<file path="config.mk">
export PLATFORM = sky130hd
export DESIGN_NAME = nv_nvdla_cmac_layer_ctrl
export DESIGN_NICKNAME = d
export VERILOG_FILES = /design/src/rtl/nv_nvdla_cmac_layer_ctrl.sv
export SDC_FILE = /design/constraint.sdc
export NUM_CORES = 1
export LEC_CHECK = 0
export BUFFER_PORTS_ARGS = -buffer_cell sky130_fd_sc_hd__clkbuf_2
export CAP_MARGIN = 20
export CORE_MARGIN = 2
export CORE_UTILIZATION = 46
export DETAILED_ROUTE_END_ITERATION = 10
export PLACE_DENSITY = 0.78
export SYNTH_ARGS = -nofsm -noshare
export SYNTH_HDL_FRONTEND = slang
export SYNTH_SLANG_ARGS = --single-unit
</file>
<file path="constraint.sdc">
create_clock -name nvdla_core_clk -period 1.7 [get_ports nvdla_core_clk]
set_input_delay 0.34 -clock nvdla_core_clk [delete_from_list [all_inputs] [get_ports nvdla_core_clk]]
set_output_delay 0.34 -clock nvdla_core_clk [all_outputs]
set_load 0.05 [all_outputs]
</file>
<file path="src/rtl/nv_nvdla_cmac_layer_ctrl.sv">
// CMAC layer controller: ping-pong sequencing of the two dual register groups,
// write locking of armed groups, and datapath launch/retire handshake.
module nv_nvdla_cmac_layer_ctrl #(
    parameter int         CNT_W    = 8,
    parameter logic [1:0] PREC_RST = 2'b01
) (
    input  logic             nvdla_core_clk,
    input  logic             nvdla_core_rstn,
    input  logic             reg_wr_en,
    input  logic             reg_wr_data0,
    input  logic             producer,
    input  logic             op_en_trigger_0,
    input  logic             op_en_trigger_1,
    input  logic             conv_mode_0,
    input  logic [1:0]       proc_precision_0,
    input  logic             conv_mode_1,
    input  logic [1:0]       proc_precision_1,
    input  logic             dp2reg_done,
    output logic             dual_reg_wr_en_0,
    output logic             dual_reg_wr_en_1,
    output logic             op_en_0,
    output logic             op_en_1,
    output logic             consumer,
    output logic             reg2dp_op_en,
    output logic             reg2dp_conv_mode,
    output logic [1:0]       reg2dp_proc_precision,
    output logic [CNT_W-1:0] layer_cnt,
    output logic             err_unexp_done
);

    typedef enum logic [1:0] {
        IDLE  = 2'd0,
        START = 2'd1,
        RUN   = 2'd2,
        DONE  = 2'd3
    } state_t;

    state_t           state_q, state_d;
    logic             op_en_0_q, op_en_1_q;
    logic             consumer_q;
    logic             conv_mode_q;
    logic [1:0]       precision_q;
    logic [CNT_W-1:0] cnt_q;
    logic             err_q;
    logic             cons_op_en;
    logic             retire_0, retire_1;

    assign cons_op_en = consumer_q ? op_en_1_q : op_en_0_q;
    assign retire_0   = (state_q == DONE) & ~consumer_q;
    assign retire_1   = (state_q == DONE) &  consumer_q;

    // An armed group is frozen until hardware retires it, OP_ENABLE included.
    assign dual_reg_wr_en_0 = reg_wr_en & ~producer & ~op_en_0_q;
    assign dual_reg_wr_en_1 = reg_wr_en &  producer & ~op_en_1_q;

    always_comb begin
        state_d = state_q;
        case (state_q)
            IDLE:    if (cons_op_en) state_d = START;
            START:   state_d = RUN;
            RUN:     if (dp2reg_done) state_d = DONE;
            DONE:    state_d = IDLE;
            default: state_d = IDLE;
        endcase
    end

    always_ff @(posedge nvdla_core_clk or negedge nvdla_core_rstn) begin
        if (!nvdla_core_rstn) begin
            state_q     <= IDLE;
            op_en_0_q   <= 1'b0;
            op_en_1_q   <= 1'b0;
            consumer_q  <= 1'b0;
            conv_mode_q <= 1'b0;
            precision_q <= PREC_RST;
            cnt_q       <= '0;
            err_q       <= 1'b0;
        end else begin
            state_q <= state_d;

            // Retire takes priority over a software trigger on the same group.
            if (retire_0)             op_en_0_q <= 1'b0;
            else if (op_en_trigger_0) op_en_0_q <= reg_wr_data0;
            if (retire_1)             op_en_1_q <= 1'b0;
            else if (op_en_trigger_1) op_en_1_q <= reg_wr_data0;

            if (state_q == START) begin
                conv_mode_q <= consumer_q ? conv_mode_1      : conv_mode_0;
                precision_q <= consumer_q ? proc_precision_1 : proc_precision_0;
            end

            if (state_q == DONE) begin
                consumer_q <= ~consumer_q;
                cnt_q      <= cnt_q + CNT_W'(1);
            end

            if (dp2reg_done && (state_q != RUN)) err_q <= 1'b1;
        end
    end

    assign op_en_0               = op_en_0_q;
    assign op_en_1               = op_en_1_q;
    assign consumer              = consumer_q;
    assign reg2dp_op_en          = (state_q == RUN);
    assign reg2dp_conv_mode      = conv_mode_q;
    assign reg2dp_proc_precision = precision_q;
    assign layer_cnt             = cnt_q;
    assign err_unexp_done        = err_q;

endmodule

</file>
# ---- Yosys cells after proc, flatten, opt, wreduce, memory -nomap -nowiden
# Index checks and enable logic that the tools add are counted.
# Widths: inputs -> output; s select.
dict set report op_classes {
  bitwise_logic 10
  eq_ne 6
  n_reduce_logical 5
  muxes 10
  n_addsub 1
}
# op n
set op_table {}
lappend op_table {{$add 8x1->8 const B} 1}
lappend op_table {{$pmux 2 s4} 1}
lappend op_table {{$and 1x1->1} 6}
lappend op_table {{$mux 1} 6}
lappend op_table {{$mux 2} 3}
lappend op_table {{$ne 2x2->1 const B} 3}
lappend op_table {{$eq 2x2->1 const B} 2}
lappend op_table {{$not 1->1} 4}
lappend op_table {{$reduce_bool 2->1} 2}
lappend op_table {{$eq 2x1->1 const B} 1}
lappend op_table {{$logic_not 2->1} 1}
lappend op_table {{$reduce_and 2->1} 1}
lappend op_table {{$logic_and 1x1->1} 1}
dict set report word_totals {
  ff_bits 17
}

# ---- Depth between registers and ports, before layout
dict set report logic_depth {
  depth_word 3
  depth_mapped 5
  mapped_depth_nobuf 5
}

# ---- Worst setup path before layout
# OpenSTA, ideal clock, no wires.
dict set report synth_path {
  kind {register to output}
  startpoint {register op_en_0_q (netlist: op_en_0)}
  endpoint {output port dual_reg_wr_en_0}
  stages_incl_launch_ff 2
  t_arrival_ps 1804
  slack_ps -444
  n_path_buf 0
  path_cell_list {dfrtp_1 > nor3b_1}
}
dict set report synth_between {
  elab_chain_cells 2
}
# item line
set synth_lines {}
lappend synth_lines {{start: declaration} 39} ;# logic op_en_0_q, op_en_1_q;
lappend synth_lines {{start signal: assignment} 82} ;# else if (op_en_trigger_0) op_en_0_q <= reg_wr_data0;
lappend synth_lines {{$not 1->1} 53} ;# assign dual_reg_wr_en_0 = reg_wr_en & ~producer & ~op_en_0_q;
lappend synth_lines {{$and 1x1->1} 53}
lappend synth_lines {{end: declaration} 19} ;# output logic dual_reg_wr_en_0,
# No other way between the ends.

# ---- Final worst setup path
dict set report layout_path {
  startpoint {register state_q[0]}
  endpoint {output port reg2dp_op_en}
}
dict set report layout_between {
  elab_chain_cells 1
}
# item line
set layout_lines {}
lappend layout_lines {{start: declaration} 38} ;# state_t state_q, state_d;
lappend layout_lines {{start signal: assignment} 78} ;# state_q <= state_d;
lappend layout_lines {{$eq 2x2->1} 103} ;# assign reg2dp_op_en = (state_q == RUN);
lappend layout_lines {{end: declaration} 24} ;# output logic reg2dp_op_en,
# No other way between the ends.

==> results.sh <==
export IMPL_die_h_um=46.5
export IMPL_crit_buf_inv=2
export IMPL_min_delay_path_class="in2reg"
export IMPL_numCtsBuffers=3
export IMPL_syn_num_nets=90
export IMPL_routed_wl_um=1410
export IMPL_yosys_most_used_dff="dfrtp_1"
export IMPL_clk_pin_slew_ns=0.09
export IMPL_grt_use_total_pct=16.2
export IMPL_core_area_um2=1710
export IMPL_synth_most_common_cell="dfrtp_1"
export IMPL_num_rows=15
export IMPL_finalCritPeriodShare_pct=94.1
export IMPL_worst_pin_slew_ns=0.403
export IMPL_synth_common_cells="16 x dfrtp_1, 6 x ha_1, 6 x nor2_1"
export IMPL_end_kind="output pin"
export IMPL_netlist_area_um2=831
export IMPL_drive_above_1_share_pct=39.4
export IMPL_max_slew_margin_pct=73.1
export IMPL_arrival_ns=1.26
export IMPL_portBuffers=31
export IMPL_initial_core_util_pct=48.6
export IMPL_worst_path_max_delay_cell="dfrtp_1"
export IMPL_r2r_cells=4
export IMPL_hpwl_um=1170
export IMPL_synth_edff_count=0
export IMPL_maxCapViolCount=0
export IMPL_ant_nets=0
export IMPL_ctsHtreeMaxLevel=1
export IMPL_io_pins=32
export IMPL_required_ns=1.36
export IMPL_setup_viol=0
export IMPL_avgSynthCellArea_um2=11.9
export IMPL_place_congestion=0.775
export IMPL_rsz0062_at_grt="false"
export IMPL_fill_cells=155
export IMPL_pre_cts_slack_ns=0.189
export IMPL_yosysTopAreaCellShare_pct=48.2
export IMPL_drc=0
export IMPL_antenna_cells=0
export IMPL_status="finished clean"
export IMPL_fmax_mhz=625
export IMPL_syn_inst=70
export IMPL_total_power_mw=2.18
export IMPL_synth_top_area_cell="dfrtp_1"
export IMPL_ys_types=22
export IMPL_cts_root_buffer_cell="clkbuf_4"
export IMPL_globalRouteOverflowTotal=0
export IMPL_fin_cells=129
export IMPL_worstPathMaxFanout=4
export IMPL_fin_setup_tns_ns=0
export IMPL_worst_setup_path_start_kind="flip-flop"
export IMPL_crit_type="reg2out"
export IMPL_num_nets_final=125
export IMPL_slowest_delay_ns=0.42
export IMPL_slew_violations=0
export IMPL_numClockSinks=17
export IMPL_cts_setup_buffers=0
export IMPL_crit_chain="inv_1, ha_2, clkbuf_4"
export IMPL_placed_cells=124
export IMPL_crit_family="flip-flops"
export IMPL_clk_latency_ns=0.28
export IMPL_hold_depth=2
export IMPL_min_to="err_unexp_done$_DFFE_PN0P_"
export IMPL_die_x_um=46.5
export IMPL_drt_pass1_iter_count=4
export IMPL_r2r_start="state_q[0]$_DFFE_PN0P_"
export IMPL_die_area_um2=2160
export IMPL_worst_slack_ns=0.101
export IMPL_ys_seq_area_share_pct=51.4
export IMPL_hold_slack_ns=0.301
export IMPL_grt_max_degree=18
export IMPL_hp_start="dp2reg_done"
export IMPL_period_needed_ns=1.60
export IMPL_syn2layout_area_growth_pct=25.8
export IMPL_num_vias=612
export IMPL_skew_ns=0.00225
export IMPL_synth_area_leaders="dfrtp_1 48%, ha_1 9.0%, mux2i_1 6.0%, xnor2_1 4.2%, xor2_1 4.2%"
export IMPL_first_global_vias=553
export IMPL_grt_first_pass_wirelength_um=2370
export IMPL_power_density_nw_per_um2=2080
export IMPL_vdd_drop_max_v=0.00117
export IMPL_routedWlPerCell_um=11.0
export IMPL_async_reset_ff_share_pct=100
export IMPL_clock_path_buffers=2
export IMPL_timing_rr_end="layer_cnt[7]$_DFFE_PN0N_"
export IMPL_p_leak_nw=0.546
export IMPL_avgViaCountPerCell=4.74
export IMPL_r2r_slack_ns=0.23
export IMPL_yosysWarnings=0
export IMPL_ys_ff_latch=17
export IMPL_antenna_found_initial=0
export IMPL_first_iter_violations=4
export IMPL_finalHoldViolCount=0
export IMPL_cts_tree="done"
-- through the flow --
stage	util (%)	cell area, µm²
global placement	58.9	1010
floorplan	-	838
CTS	61.0	1040
global route	61.2	1040
detailed placement	58.9	1010
finish	61.2	1040
-- sequential cells by signal (all words and copies together), names as in the netlist --
register / cells
op_en_0: 1
layer_cnt: 8
reg2dp_conv_mode: 1
state_q: 2
err_unexp_done: 1
consumer: 1
op_en_1: 1
reg2dp_proc_precision: 2
-- cells by family (layout without fill, tap and decap cells) --
group	count (synthesis)	count (layout)	share of synthesized area (%)
compound gates	8	8	6.78
mux	8	8	10.8
simple gates	17	17	9.49
fa+ha+maj	6	6	9.04
xor+xnor	8	8	8.43
buf+inv	6	40	4.07
flops	17	17	51.4
-- power by group --
part / leakage, nW / switching (mW) / internal (mW)
clock network: 0.0150 / 0.113 / 0.0910
registers: 0.203 / 0.189 / 0.570
logic: 0.328 / 0.816 / 0.397
total: 0.546 / 1.12 / 1.06
-- area by class of cell --
class | count | area, µm² | share of cell area (%)
inverter | 4 | 15.0 | 1.44
tap | 25 | 31.3 | 2.99
timing repair buffer | 32 | 168 | 16.0
clock buffer | 4 | 26.3 | 2.51
sequential | 17 | 427 | 40.8
multi-input combinational | 47 | 378 | 36.2
-- cells in the final DEF (no fill, tap or decap) --
cell,count
a21o_1,1
a21oi_1,5
a2bb2oi_1,1
a2bb2oi_2,1
and3_1,1
clkbuf_1,1
clkbuf_2,30
clkbuf_4,4
dfrtp_1,16
dfstp_2,1
dlygate4sd3_1,1
ha_1,5
ha_2,1
inv_1,4
mux2_2,1
mux2_4,1
mux2i_1,5
mux2i_2,1
nand2_1,5
nand4_1,3
nor2_1,6
nor3_1,1
nor3b_2,1
xnor2_1,4
xor2_1,4
-- worst max-delay path by stage --
stage                                 from  slack, ns                  endpoint  cells past startpoint
floorplan              op_en_0$_DFFE_PN0P_       0.05          dual_reg_wr_en_0                      1
global placement    state_q[1]$_DFFE_PN0P_       0.33  layer_cnt[7]$_DFFE_PN0N_                      4
detailed placement  state_q[0]$_DFFE_PN0P_       0.19  layer_cnt[7]$_DFFE_PN0N_                      4
CTS                 state_q[0]$_DFFE_PN0P_       0.04              reg2dp_op_en                      3
global route        state_q[1]$_DFFE_PN0P_      0.009  layer_cnt[7]$_DFFE_PN0N_                      4
finish              state_q[0]$_DFFE_PN0P_       0.10              reg2dp_op_en                      3
-- layer usage --
layer	vias to the layer above	routed length [µm]	GRT usage (%)	part of all wire, %
li1	308	-	-	-
met1	282	619	19.6	44
met2	22	696	25.8	49
met3	0	98	4.71	6.9
met4	0	0	8.57	0
met5	-	0	0	0
-- what timing repair did --
item,CTS,global route
gates resized for setup,0,2
hold buffers,1,0
setup endpoints to repair,0,1
hold endpoints to repair,16,0
Power figures use the tool's default switching activity.
